### src/rtl/pong_match_fsm.sv
// pong_match_fsm -- match-level controller for the pong collision/motion stage.
//
// Sequences IDLE -> SERVE -> PLAY -> POINT -> (SERVE | OVER) -> IDLE.
// In PLAY, the x velocity increases on every HITS_PER_STEP paddle hits.
// All outputs are registered, so every response appears one game tick after
// the event that causes it.
//
// Optional feature: define PONG_Y_SPEEDUP_EN to make each x velocity step
// also increase y_ball_vel, saturating at VEL_MAX.
//
// Ports:
//   game_clk   in   game tick clock, rising edge
//   reset      in   synchronous, active-high
//   start_btn  in   debounced start level; only rising edges act
//   wall_col   in   wall collision pulse (several ticks wide)
//   paddle_col in   paddle collision pulse (several ticks wide)
//   lossA      in   terminal score flag A, sampled when a point pause ends
//   lossB      in   terminal score flag B, sampled when a point pause ends
//   x_ball_vel out  [3:0] x velocity magnitude
//   y_ball_vel out  [3:0] y velocity magnitude
//   ball_hold  out  1 = hold the ball centred
//   score_clr  out  one-tick score clear strobe
//   state      out  [2:0] 0 IDLE, 1 SERVE, 2 PLAY, 3 POINT, 4 OVER
//   winner     out  [1:0] {lossB,lossA} captured on entry to OVER
//   rally_cnt  out  [7:0] paddle hits in the current rally, saturating
//
// Handshake note: there is no valid/ready interface. Every input is sampled
// on each tick, and the block acts on rising edges of the inputs.
module pong_match_fsm #(
  parameter int SERVE_TICKS   = 60,
  parameter int PAUSE_TICKS   = 90,
  parameter int VEL_INIT      = 2,
  parameter int VEL_MAX       = 8,
  parameter int HITS_PER_STEP = 4
) (
  input  logic       game_clk,
  input  logic       reset,
  input  logic       start_btn,
  input  logic       wall_col,
  input  logic       paddle_col,
  input  logic       lossA,
  input  logic       lossB,
  output logic [3:0] x_ball_vel,
  output logic [3:0] y_ball_vel,
  output logic       ball_hold,
  output logic       score_clr,
  output logic [2:0] state,
  output logic [1:0] winner,
  output logic [7:0] rally_cnt
);

  typedef enum logic [2:0] {
    ST_IDLE  = 3'd0,
    ST_SERVE = 3'd1,
    ST_PLAY  = 3'd2,
    ST_POINT = 3'd3,
    ST_OVER  = 3'd4
  } state_t;

  // A tick count of 0 behaves as 1, so the counter is loaded with 0.
  localparam logic [7:0] SERVE_LOAD = (SERVE_TICKS < 1) ? 8'd0 : 8'(SERVE_TICKS - 1);
  localparam logic [7:0] PAUSE_LOAD = (PAUSE_TICKS < 1) ? 8'd0 : 8'(PAUSE_TICKS - 1);
  localparam logic [3:0] V_INIT     = 4'(VEL_INIT);
  localparam logic [3:0] V_MAX      = 4'(VEL_MAX);
  localparam logic [3:0] HIT_LAST   = 4'(HITS_PER_STEP - 1);

  state_t     state_q, state_d;
  logic [7:0] tick_q, tick_d;
  logic [3:0] hit_q, hit_d;
  logic [3:0] xv_q, xv_d, yv_q, yv_d;
  logic       hold_q, hold_d;
  logic       clr_q, clr_d;
  logic [1:0] win_q, win_d;
  logic [7:0] rally_q, rally_d;
  logic       start_prev, wall_prev, paddle_prev;
  logic       start_ev, wall_ev, paddle_ev;

  // The previous-sample registers reset to 1, so an input held high through
  // reset is not seen as a rising edge.
  assign start_ev  = start_btn  & ~start_prev;
  assign wall_ev   = wall_col   & ~wall_prev;
  assign paddle_ev = paddle_col & ~paddle_prev;

  always_comb begin
    state_d = state_q;
    tick_d  = tick_q;
    hit_d   = hit_q;
    xv_d    = xv_q;
    yv_d    = yv_q;
    hold_d  = hold_q;
    clr_d   = 1'b0;
    win_d   = win_q;
    rally_d = rally_q;
    case (state_q)
      ST_IDLE: begin
        xv_d   = 4'd0;
        yv_d   = 4'd0;
        hold_d = 1'b1;
        if (start_ev) begin
          state_d = ST_SERVE;
          tick_d  = SERVE_LOAD;
          clr_d   = 1'b1;
        end
      end
      ST_SERVE: begin
        xv_d   = 4'd0;
        yv_d   = 4'd0;
        hold_d = 1'b1;
        if (tick_q == 8'd0) begin
          state_d = ST_PLAY;
          xv_d    = V_INIT;
          yv_d    = V_INIT;
          rally_d = 8'd0;
          hit_d   = 4'd0;
          hold_d  = 1'b0;
        end else begin
          tick_d = tick_q - 8'd1;
        end
      end
      ST_PLAY: begin
        hold_d = 1'b0;
        // When wall and paddle edges occur in the same tick, the wall edge
        // takes priority and the paddle hit is not counted.
        if (wall_ev) begin
          state_d = ST_POINT;
          xv_d    = 4'd0;
          yv_d    = 4'd0;
          hold_d  = 1'b1;
          tick_d  = PAUSE_LOAD;
        end else if (paddle_ev) begin
          if (rally_q != 8'hFF) rally_d = rally_q + 8'd1;
          if (hit_q >= HIT_LAST) begin
            hit_d = 4'd0;
            if (xv_q < V_MAX) xv_d = xv_q + 4'd1;
`ifdef PONG_Y_SPEEDUP_EN
            if (yv_q < V_MAX) yv_d = yv_q + 4'd1;
`endif
          end else begin
            hit_d = hit_q + 4'd1;
          end
        end
      end
      ST_POINT: begin
        xv_d   = 4'd0;
        yv_d   = 4'd0;
        hold_d = 1'b1;
        if (tick_q == 8'd0) begin
          if (lossA | lossB) begin
            state_d = ST_OVER;
            win_d   = {lossB, lossA};
          end else begin
            state_d = ST_SERVE;
            tick_d  = SERVE_LOAD;
          end
        end else begin
          tick_d = tick_q - 8'd1;
        end
      end
      ST_OVER: begin
        xv_d   = 4'd0;
        yv_d   = 4'd0;
        hold_d = 1'b1;
        if (start_ev) begin
          state_d = ST_IDLE;
          win_d   = 2'd0;
          rally_d = 8'd0;
          clr_d   = 1'b1;
        end
      end
      default: begin
        // Unused encodings recover to IDLE with the reset-value outputs.
        state_d = ST_IDLE;
        tick_d  = 8'd0;
        hit_d   = 4'd0;
        xv_d    = 4'd0;
        yv_d    = 4'd0;
        hold_d  = 1'b1;
        win_d   = 2'd0;
        rally_d = 8'd0;
      end
    endcase
  end

  always_ff @(posedge game_clk) begin
    if (reset) begin
      state_q     <= ST_IDLE;
      tick_q      <= 8'd0;
      hit_q       <= 4'd0;
      xv_q        <= 4'd0;
      yv_q        <= 4'd0;
      hold_q      <= 1'b1;
      clr_q       <= 1'b0;
      win_q       <= 2'd0;
      rally_q     <= 8'd0;
      start_prev  <= 1'b1;
      wall_prev   <= 1'b1;
      paddle_prev <= 1'b1;
    end else begin
      state_q     <= state_d;
      tick_q      <= tick_d;
      hit_q       <= hit_d;
      xv_q        <= xv_d;
      yv_q        <= yv_d;
      hold_q      <= hold_d;
      clr_q       <= clr_d;
      win_q       <= win_d;
      rally_q     <= rally_d;
      start_prev  <= start_btn;
      wall_prev   <= wall_col;
      paddle_prev <= paddle_col;
    end
  end

  assign x_ball_vel = xv_q;
  assign y_ball_vel = yv_q;
  assign ball_hold  = hold_q;
  assign score_clr  = clr_q;
  assign state      = state_q;
  assign winner     = win_q;
  assign rally_cnt  = rally_q;

endmodule

### config.mk
export PLATFORM = sky130hd
export DESIGN_NAME = pong_match_fsm
export DESIGN_NICKNAME = d
export VERILOG_FILES = /design/src/rtl/pong_match_fsm.sv
export SDC_FILE = /design/constraint.sdc
export NUM_CORES = 1
export LEC_CHECK = 0
export CAP_MARGIN = 20
export CORE_MARGIN = 10
export CORE_UTILIZATION = 35
export DETAILED_ROUTE_END_ITERATION = 12
export PLACE_DENSITY_LB_ADDON = 0.1
export SYNTH_ARGS = -nofsm -noshare
export SYNTH_HDL_FRONTEND = slang
export SYNTH_SLANG_ARGS = --single-unit
### constraint.sdc
create_clock -name game_clk -period 4.68 [get_ports game_clk]
set_input_delay 0.468 -clock game_clk [delete_from_list [all_inputs] [get_ports game_clk]]
set_output_delay 0.468 -clock game_clk [all_outputs]
set_load 0.05 [all_outputs]
# Word level (Yosys, flattened, before mapping)
# Cells that the tools add are included.
word_totals:
  mem_count: 0
  inputBits: 7
  romBits: 0
  mem_bits_rw: 0
  wordCells: 102
  register_bits: 38
  latchBits: 0
  out_inout_bits: 23
classes:
  div: 0
  bitwise_logic: 12
  mux: 40
  n_addsub: 4
  n_reduce_logical: 13
  n_shift: 0
  n_mul: 0
  eq_ne: 19
  magnitude_cmp: 2
ops:
  columns: ["op", "n"]
  rows:
  - ["8-bit two-way mux", 10]
  - ["8-bit case mux with 5 select lines", 1]
  - ["4-bit two-way mux", 9]
  - ["8-bit case mux with 4 select lines", 1]
  - ["2-bit != test (second input constant)", 10]
  - ["3-bit two-way mux", 6]
  - ["4-bit case mux with 2 select lines", 2]
  - ["3-bit case mux with 5 select lines", 1]
  - ["3-bit != test (second input constant)", 4]
  - ["4-bit case mux with 3 select lines", 1]
  - ["5-bit AND reduction", 2]
  - ["4-bit by 1-bit adder with 4-bit output (second input constant)", 2]
  - ["8-bit by 1-bit adder with 8-bit output (second input constant)", 1]
  - ["8-bit logical NOT", 1]
  - ["2-bit two-way mux", 4]
  - ["8-bit != test (second input constant)", 1]
  - ["1-bit NOT", 8]
  - ["4-bit AND reduction", 2]
  - ["8-bit by 1-bit subtractor with 8-bit output (second input constant)", 1]
  - ["3-bit by 2-bit equality test with 1-bit output (second input constant)", 2]
  - ["2-bit case mux with 3 select lines", 1]
  - ["6-bit AND reduction", 1]
  - ["2-bit OR reduction", 3]
  - ["3-bit OR reduction", 2]
  - ["10 further kinds", 14]

# Logic depth before layout (Yosys ltp)
# Gate-level depths: netlist of the first run.
logic_depth:
  depth_word: 6
  depth_mapped: 8
  depth_no_buf: 7

# Worst setup path after synthesis of the first run
# No wires, ideal clock.
synth_path:
  path_type: "register to register"
  from: "register rally_q[0], in the netlist rally_cnt[0]"
  to: "register rally_q[2], in the netlist rally_cnt[2]"
  synth_period_minus_slack_ps: 2081
  t_arrival_ps: 2020
  setup_time_ps: 61
  slack_ps: 2599
  t_required_ps: 4619
  path_buffers: 0
  stages_incl_launch_ff: 7
  cell_sequence: "dfxtp_1 > ha_1 > and3_1 > and3_1 > a31oi_1 > o31ai_2 > a22o_1"
synth_via:
  elab_chain_len: 5
  word_cells_on_any_way: 8
  cone_classes: "add/sub (1); eq/ne (2); mux (4); reduce/logical (1)"
synth_rtl:
  columns: ["element", "line_no", "text"]
  rows:
  - ["start, declared", "74", "logic [7:0] rally_q, rally_d;"]
  - ["start signal, assigned", "207", "rally_q <= rally_d;"]
  - ["8-bit by 1-bit adder with 8-bit output", "131", "if (rally_q != 8'hFF) rally_d = rally_q + 8'd1;"]
  - ["8-bit two-way mux", "131", null]
  - ["8-bit two-way mux", "130", "end else if (paddle_ev) begin"]
  - ["8-bit two-way mux", "124", "if (wall_ev) begin"]
  - ["8-bit case mux with 4 select lines", "94", "case (state_q)"]
# Several ways; a longest one is shown, not always the timed one. The select of a mux whose other input is x is not followed.
# A chain may end at the register's enable or synchronous reset.

# Worst setup path in the final report of the first run
layout_path:
  from: "register tick_q[0]"
  to: "register tick_q[3]"
layout_via:
  elab_chain_len: 3
  word_cells_on_any_way: 8
  cone_classes: "add/sub (1); eq/ne (2); mux (3); reduce/logical (2)"
layout_rtl:
  columns: ["element", "line_no", "text"]
  rows:
  - ["start, declared", "68", "logic [7:0] tick_q, tick_d;"]
  - ["start signal, assigned", "200", "tick_q <= tick_d;"]
  - ["8-bit by 1-bit subtractor with 8-bit output or 8-bit logical NOT (tied branches)", null, null]
  - ["8-bit two-way mux (tied with other cells)", "147", "if (tick_q == 8'd0) begin"]
  - ["8-bit case mux with 5 select lines or 5-bit AND reduction (tied branches)", null, null]
# Several ways; a longest one is shown, not always the timed one. The select of a mux whose other input is x is not followed.

==> results.sh, run 1 <==
export IMPL_ys_ff_latch=35
export IMPL_relSlewSlack_pct=41.0
export IMPL_wl_met3_um=328
export IMPL_start_util_pct=35.6
export IMPL_hold_violations=0
export IMPL_top_layer_used="met4"
export IMPL_finalCriticalPeriod_ns=2.60
export IMPL_grt_setup_unrepaired="no"
export IMPL_path_cells="inv_1 -> ha_1 -> nor4b_2 -> nand2_1 -> o311ai_2 -> a31oi_1 -> o221a_1"
export IMPL_crit_fanout=11
export IMPL_nets=245
export IMPL_cts_hold_buf=0
export IMPL_overflow=0
export IMPL_yosysUniqueCellTypes=53
export IMPL_grt_pass1_wl_um=7800
export IMPL_gp_congestion=0.779
export IMPL_cp_start_kind="flip-flop"
export IMPL_die_w_um=91.7
export IMPL_vias_per_cell=5.32
export IMPL_powerDensity_nw_per_um2=558
export IMPL_antenna_cells=0
export IMPL_wl_met2_um=1940
export IMPL_synthArstFlopShare_pct=0
export IMPL_end_kind="flip-flop"
export IMPL_setup_tns_ns=0
export IMPL_cpPeakStageDelay_ns=0.79
export IMPL_io_pins=30
export IMPL_finalSetupViolations=0
export IMPL_met1_length_um=2300
export IMPL_tritoncts="done"
export IMPL_placedCellCount=297
export IMPL_drv_slew=0
export IMPL_die_area_um2=8400
export IMPL_synthToLayoutAreaGrowth_pct=24.0
export IMPL_crit_arrival_ns=2.78
export IMPL_tightest_slew_ns=0.882
export IMPL_yosysSeqAreaShare_pct=39.0
export IMPL_grt_max_degree=25
export IMPL_grt_pass1_vias=1542
export IMPL_leakagePower_nw=0.795
export IMPL_wl_per_cell_um=15.1
export IMPL_syn_avg_cell_area_um2=8.56
export IMPL_clock_skew_ns=0.00974
export IMPL_die_h_um=91.7
export IMPL_netlist_instances=210
export IMPL_reg2reg_depth=7
export IMPL_drc=0
export IMPL_drive_gt1_share_pct=6.38
export IMPL_clk_pin_slew_ns=0.07
export IMPL_port_buffers=26
export IMPL_ys_flop_type="dfxtp_1"
export IMPL_post_cts_setup_buffers=0
export IMPL_slowest_stage="o311ai_2"
export IMPL_htreeDepth=2
export IMPL_run_status="finished clean"
export IMPL_clock_latency_ns=0.29
export IMPL_vias=1623
export IMPL_ctsResizeCount=0
export IMPL_reg2reg_slack_ns=2.08
export IMPL_synth_area_leaders="dfxtp_1 (39%), nor3_1 (3.3%), nand2_1 (3.3%), nor2_1 (3.3%), a21oi_1 (3.1%)"
export IMPL_hold_depth=1
export IMPL_cts_sinks=35
export IMPL_peakVddDrop_v=0.000228
export IMPL_final_common_cell="dfxtp_1"
export IMPL_numCtsBuffers=5
export IMPL_synth_edf_count=0
export IMPL_finalWirelength_um=4610
export IMPL_clk_path_buf_depth=2
export IMPL_rows=26
export IMPL_core_area_um2=5040
export IMPL_stdcell_count=305
export IMPL_first_iter_violations=75
export IMPL_cts_root_buf="clkbuf_8"
export IMPL_cap_violations=0
export IMPL_holdCritPathClass="flip-flop to flip-flop"
export IMPL_grt_total_usage_pct=11.1
export IMPL_drtPass1Iterations=4
export IMPL_clock_fmax_ghz=0.384
export IMPL_ant_nets=0
export IMPL_synth_largest_area_cell="dfxtp_1"
export IMPL_antenna_found_initial=0
export IMPL_criticalPathCategory="flip-flop to flip-flop"
export IMPL_p_total_mw=1.24
export IMPL_ys_warnings_count=0
export IMPL_hpwl_um=3290
export IMPL_fin_crit_sh_pct=55.6
export IMPL_synth_top_area_share_pct=39.0
export IMPL_required_ns=4.85
export IMPL_syn_cell_area_um2=1800
export IMPL_mostFrequentLayoutCells="dfxtp_1 (35), clkdlybuf4s50_1 (26), nand2_1 (16), nor2_1 (16), nor3_1 (12)"
[worst paths after layout]
check / end / start
worst max register to register: tick_q[3] / tick_q[0]
worst min register to register: hit_q[2] / hit_q[2]
worst min-delay path: hit_q[2] / hit_q[2]
worst max-delay path: tick_q[3] / tick_q[0]
[registers in the layout (all words and copies together), names as in the netlist, 2 cells and up]
name,flops
hit_q,4
rally_cnt,8
tick_q,8
winner,2
x_ball_vel,4
state,3
[stage by stage]
stage               setup WS [ns]  area, µm²  util, %  hold WS (ns)
floorplan                    2.60       1800        -         0.431
global placement             1.85       2090     41.5         0.448
detailed placement           1.77       2090     41.5         0.455
CTS                          2.07       2230     44.2         0.470
global route                 1.85       2230     44.2         0.505
finish                       2.08       2230     44.2         0.470
[cell families after synthesis]
| family | count (synthesis) | synth area share, % |
|---|---|---|
| flip-flops | 35 | 39.0 |
| AO/OA/AOI/OAI | 58 | 23.7 |
| adder cells (fa/ha/maj) | 4 | 2.79 |
| other | 1 | 0.209 |
| XOR/XNOR | 3 | 1.46 |
| buffers and inverters | 18 | 4.67 |
| AND/OR/NAND/NOR | 88 | 26.5 |
| multiplexers | 3 | 1.67 |
[synth_stat cells, types with 3 or more instances]
library cell / instances
nand2_1: 16
nor2_1: 16
a31oi_1: 6
o21ai_1: 4
nand2b_1: 6
nor3_1: 12
mux2i_1: 3
o2bb2ai_1: 4
inv_1: 6
nor2b_1: 4
or2_2: 3
or4_1: 3
a21oi_1: 11
dfxtp_1: 35
o21ai_0: 8
a41oi_1: 3
a22o_1: 3
ha_1: 4
or3_1: 5
buf_4: 4
and2_1: 3
and3_1: 4
nand3_1: 6
clkbuf_1: 5
[metal layers]
layer	vias to the layer above	GRT usage, %
li1	820	-
met4	0	3.13
met3	4	4.40
met1	751	15.2
met2	48	15.7
met5	-	0
[final cells by class]
cell class | instances | area (µm²)
sequential | 35 | 701
timing repair buffer | 26 | 260
multi-input combinational | 159 | 1020
tap | 70 | 87.6
fill | 519 | 2820
inverter | 7 | 26.3
clock inverter | 2 | 60.1
clock buffer | 6 | 72.6
[report_power, final]
part,total [mW],leakage (nW),switching (mW),internal [mW]
clock network,0.323,0.0654,0.110,0.213
registers,0.410,0.285,0.0708,0.339
logic,0.509,0.445,0.317,0.192
total,1.24,0.795,0.498,0.744
[critical path: cells and delay by family, from the launching register on]
family	cells	cell delay, ns
flip-flops	1	0.33
buffers and inverters	1	0.06
adder cells (fa/ha/maj)	1	0.19
AO/OA/AOI/OAI	3	1.16
AND/OR/NAND/NOR	2	0.75
Note: power is estimated with default switching activity, not from simulation.
==> run 2: changes to the inputs <==
Clock period 4.68 ns to 2.36 ns, I/O delays scaled along.
==> run 2 against run 1 <==
Sequential share of layout area fell by 0.67 points. Worst setup slack got worse by 1.9 ns. Largest power group unchanged. Global-route usage rose by 0.32 points. Flip-flop and latch count did not move. Clock power rose by 45%. Register-to-register slack got worse by 1.9 ns. Fmax rose by 21%. Wire length rose by 0.35%. Core utilization rose by 0.97 points. Hold slack got worse by 0.0056 ns. Cell area rose by 2.2%. Critical path depth rose by 1. Highest routed layer unchanged.
==> results.sh, run 2 (same netlist as run 1, synthesis figures left out) <==
export IMPL_run_status="finished clean"
export IMPL_grt_max_degree=15
export IMPL_clk_path_buf_depth=2
export IMPL_end_kind="flip-flop"
export IMPL_grt_pass1_wl_um=7970
export IMPL_core_area_um2=5040
export IMPL_crit_arrival_ns=2.33
export IMPL_port_buffers=26
export IMPL_slowest_stage="nor4b_2"
export IMPL_ctsResizeCount=0
export IMPL_overflow=0
export IMPL_wl_per_cell_um=14.6
export IMPL_io_pins=30
export IMPL_tightest_slew_ns=0.587
export IMPL_antenna_cells=0
export IMPL_required_ns=2.54
export IMPL_fin_crit_sh_pct=91.2
export IMPL_final_common_cell="dfxtp_1"
export IMPL_drive_gt1_share_pct=11.0
export IMPL_cpPeakStageDelay_ns=0.48
export IMPL_die_area_um2=8400
export IMPL_clk_pin_slew_ns=0.07
export IMPL_criticalPathCategory="flip-flop to flip-flop"
export IMPL_power_frac_clock_pct=20.0
export IMPL_final_area_um2=2280
export IMPL_synthToLayoutAreaGrowth_pct=26.7
export IMPL_cap_violations=0
export IMPL_fillers=503
export IMPL_tritoncts="done"
export IMPL_drv_slew=0
export IMPL_vias=1655
export IMPL_drc=0
export IMPL_nets=256
export IMPL_cts_sinks=35
export IMPL_cts_hold_buf=0
export IMPL_leakagePower_nw=0.831
export IMPL_vias_per_cell=5.24
export IMPL_clock_skew_ns=0.0107
export IMPL_mostFrequentLayoutCells="dfxtp_1 (35), clkdlybuf4s50_1 (26), nand2_1 (16), nor2_1 (16), nor3_1 (12)"
export IMPL_grt_setup_unrepaired="no"
export IMPL_finalCriticalPeriod_ns=2.15
export IMPL_cp_start_kind="flip-flop"
export IMPL_hpwl_um=3430
export IMPL_swShare_pct=42.1
export IMPL_holdCritPathClass="flip-flop to flip-flop"
export IMPL_finalSetupViolations=0
export IMPL_setup_tns_ns=0
export IMPL_drtPass1Iterations=4
export IMPL_stdcell_count=316
export IMPL_multi_input_area_um2=1020
export IMPL_p_int_mw=1.36
export IMPL_switchingPower_uw=988
export IMPL_ant_nets=0
export IMPL_grt_pass1_vias=1656
export IMPL_dpl_cell_area_um2=2180
export IMPL_placedCellCount=308
export IMPL_clock_latency_ns=0.30
export IMPL_cts_root_buf="clkbuf_8"
export IMPL_powerDensity_nw_per_um2=1030
export IMPL_numCtsBuffers=5
export IMPL_post_cts_setup_buffers=0
export IMPL_path_cells="inv_1 -> ha_1 -> nor4b_2 -> nand2_1 -> o311ai_2 -> buf_4 -> a31oi_1 -> o221a_1"
export IMPL_die_h_um=91.7
export IMPL_setup_ws_ns=0.209
export IMPL_die_w_um=91.7
export IMPL_utilization_pct=45.1
export IMPL_htreeDepth=2
export IMPL_relSlewSlack_pct=60.6
export IMPL_antenna_found_initial=0
export IMPL_pre_cts_ws_ns=0.208
export IMPL_start_util_pct=35.6
export IMPL_crit_fanout=11
export IMPL_p_seq_share_pct=33.6
export IMPL_grt_total_usage_pct=11.5
export IMPL_hold_violations=0
export IMPL_first_iter_violations=133
export IMPL_gp_congestion=0.822
export IMPL_peakVddDrop_v=0.000458
export IMPL_rows=26
export IMPL_clock_fmax_ghz=0.465
export IMPL_seq_area_um2=701
export IMPL_finalWirelength_um=4620
export IMPL_combPwrFrac_pct=46.4
==> run 2: cell types whose count changed in the layout (fill, tap and decap cells not counted), sizes merged <==
| cell | before | now |
|---|---|---|
| clkinv | 1 | 2 |
| buf | 0 | 11 |
| clkinvlp | 0 | 1 |
| bufinv | 2 | 0 |
==> run 2: routing by layer <==
metal / vias up / share of wire [%] / track usage (%)
met5: - / 0 / 0
li1: 846 / - / -
met3: 8 / 6.6 / 5.38
met4: 0 / 1.7 / 3.92
met2: 36 / 43 / 17.4
met1: 765 / 48 / 13.9
==> run 2: critical path: cells and delay by family (launching register included) <==
family	cells	cell delay, ns
flip-flops	1	0.33
AND/OR/NAND/NOR	2	0.64
AO/OA/AOI/OAI	3	0.60
buffers and inverters	2	0.29
adder cells (fa/ha/maj)	1	0.19
==> run 2: cell type report <==
| class | count | area share [%] |
|---|---|---|
| clock buffers | 6 | 3.63 |
| clock inverters | 2 | 0.715 |
| inverters | 7 | 1.15 |
| multi-input cells | 159 | 44.8 |
| flip-flops and latches | 35 | 30.8 |
| well taps | 70 | 3.85 |
| repair buffers | 37 | 15.1 |
==> run 2: per-stage QoR <==
step	total power, mW	hold WS, ns
after CTS	2.36	0.470
final	2.34	0.464
after floorplan	1.57	0.343
after global routing	2.54	0.488
after detailed placement	1.89	0.450
after global placement	1.89	0.447
==> run 2: power by group through the flow <==
stage	Sequential, mW	Combinational, mW	Clock (mW)
after CTS	0.788	1.09	0.485
final	0.788	1.09	0.468
after global placement	0.797	1.09	0
after global routing	0.806	1.21	0.520
after floorplan	0.839	0.731	0
after detailed placement	0.799	1.09	0
==> run 2: final timing paths <==
path | start | end | slack [ns] | depth (start not counted)
setup / recovery | tick_q[0] | tick_q[3] | 0.21 | 8
hold / removal | y_ball_vel[1] | y_ball_vel[1] | 0.46 | 2
setup reg to reg | tick_q[0] | tick_q[3] | 0.21 | 8
hold reg to reg | y_ball_vel[1] | y_ball_vel[1] | 0.46 | 2
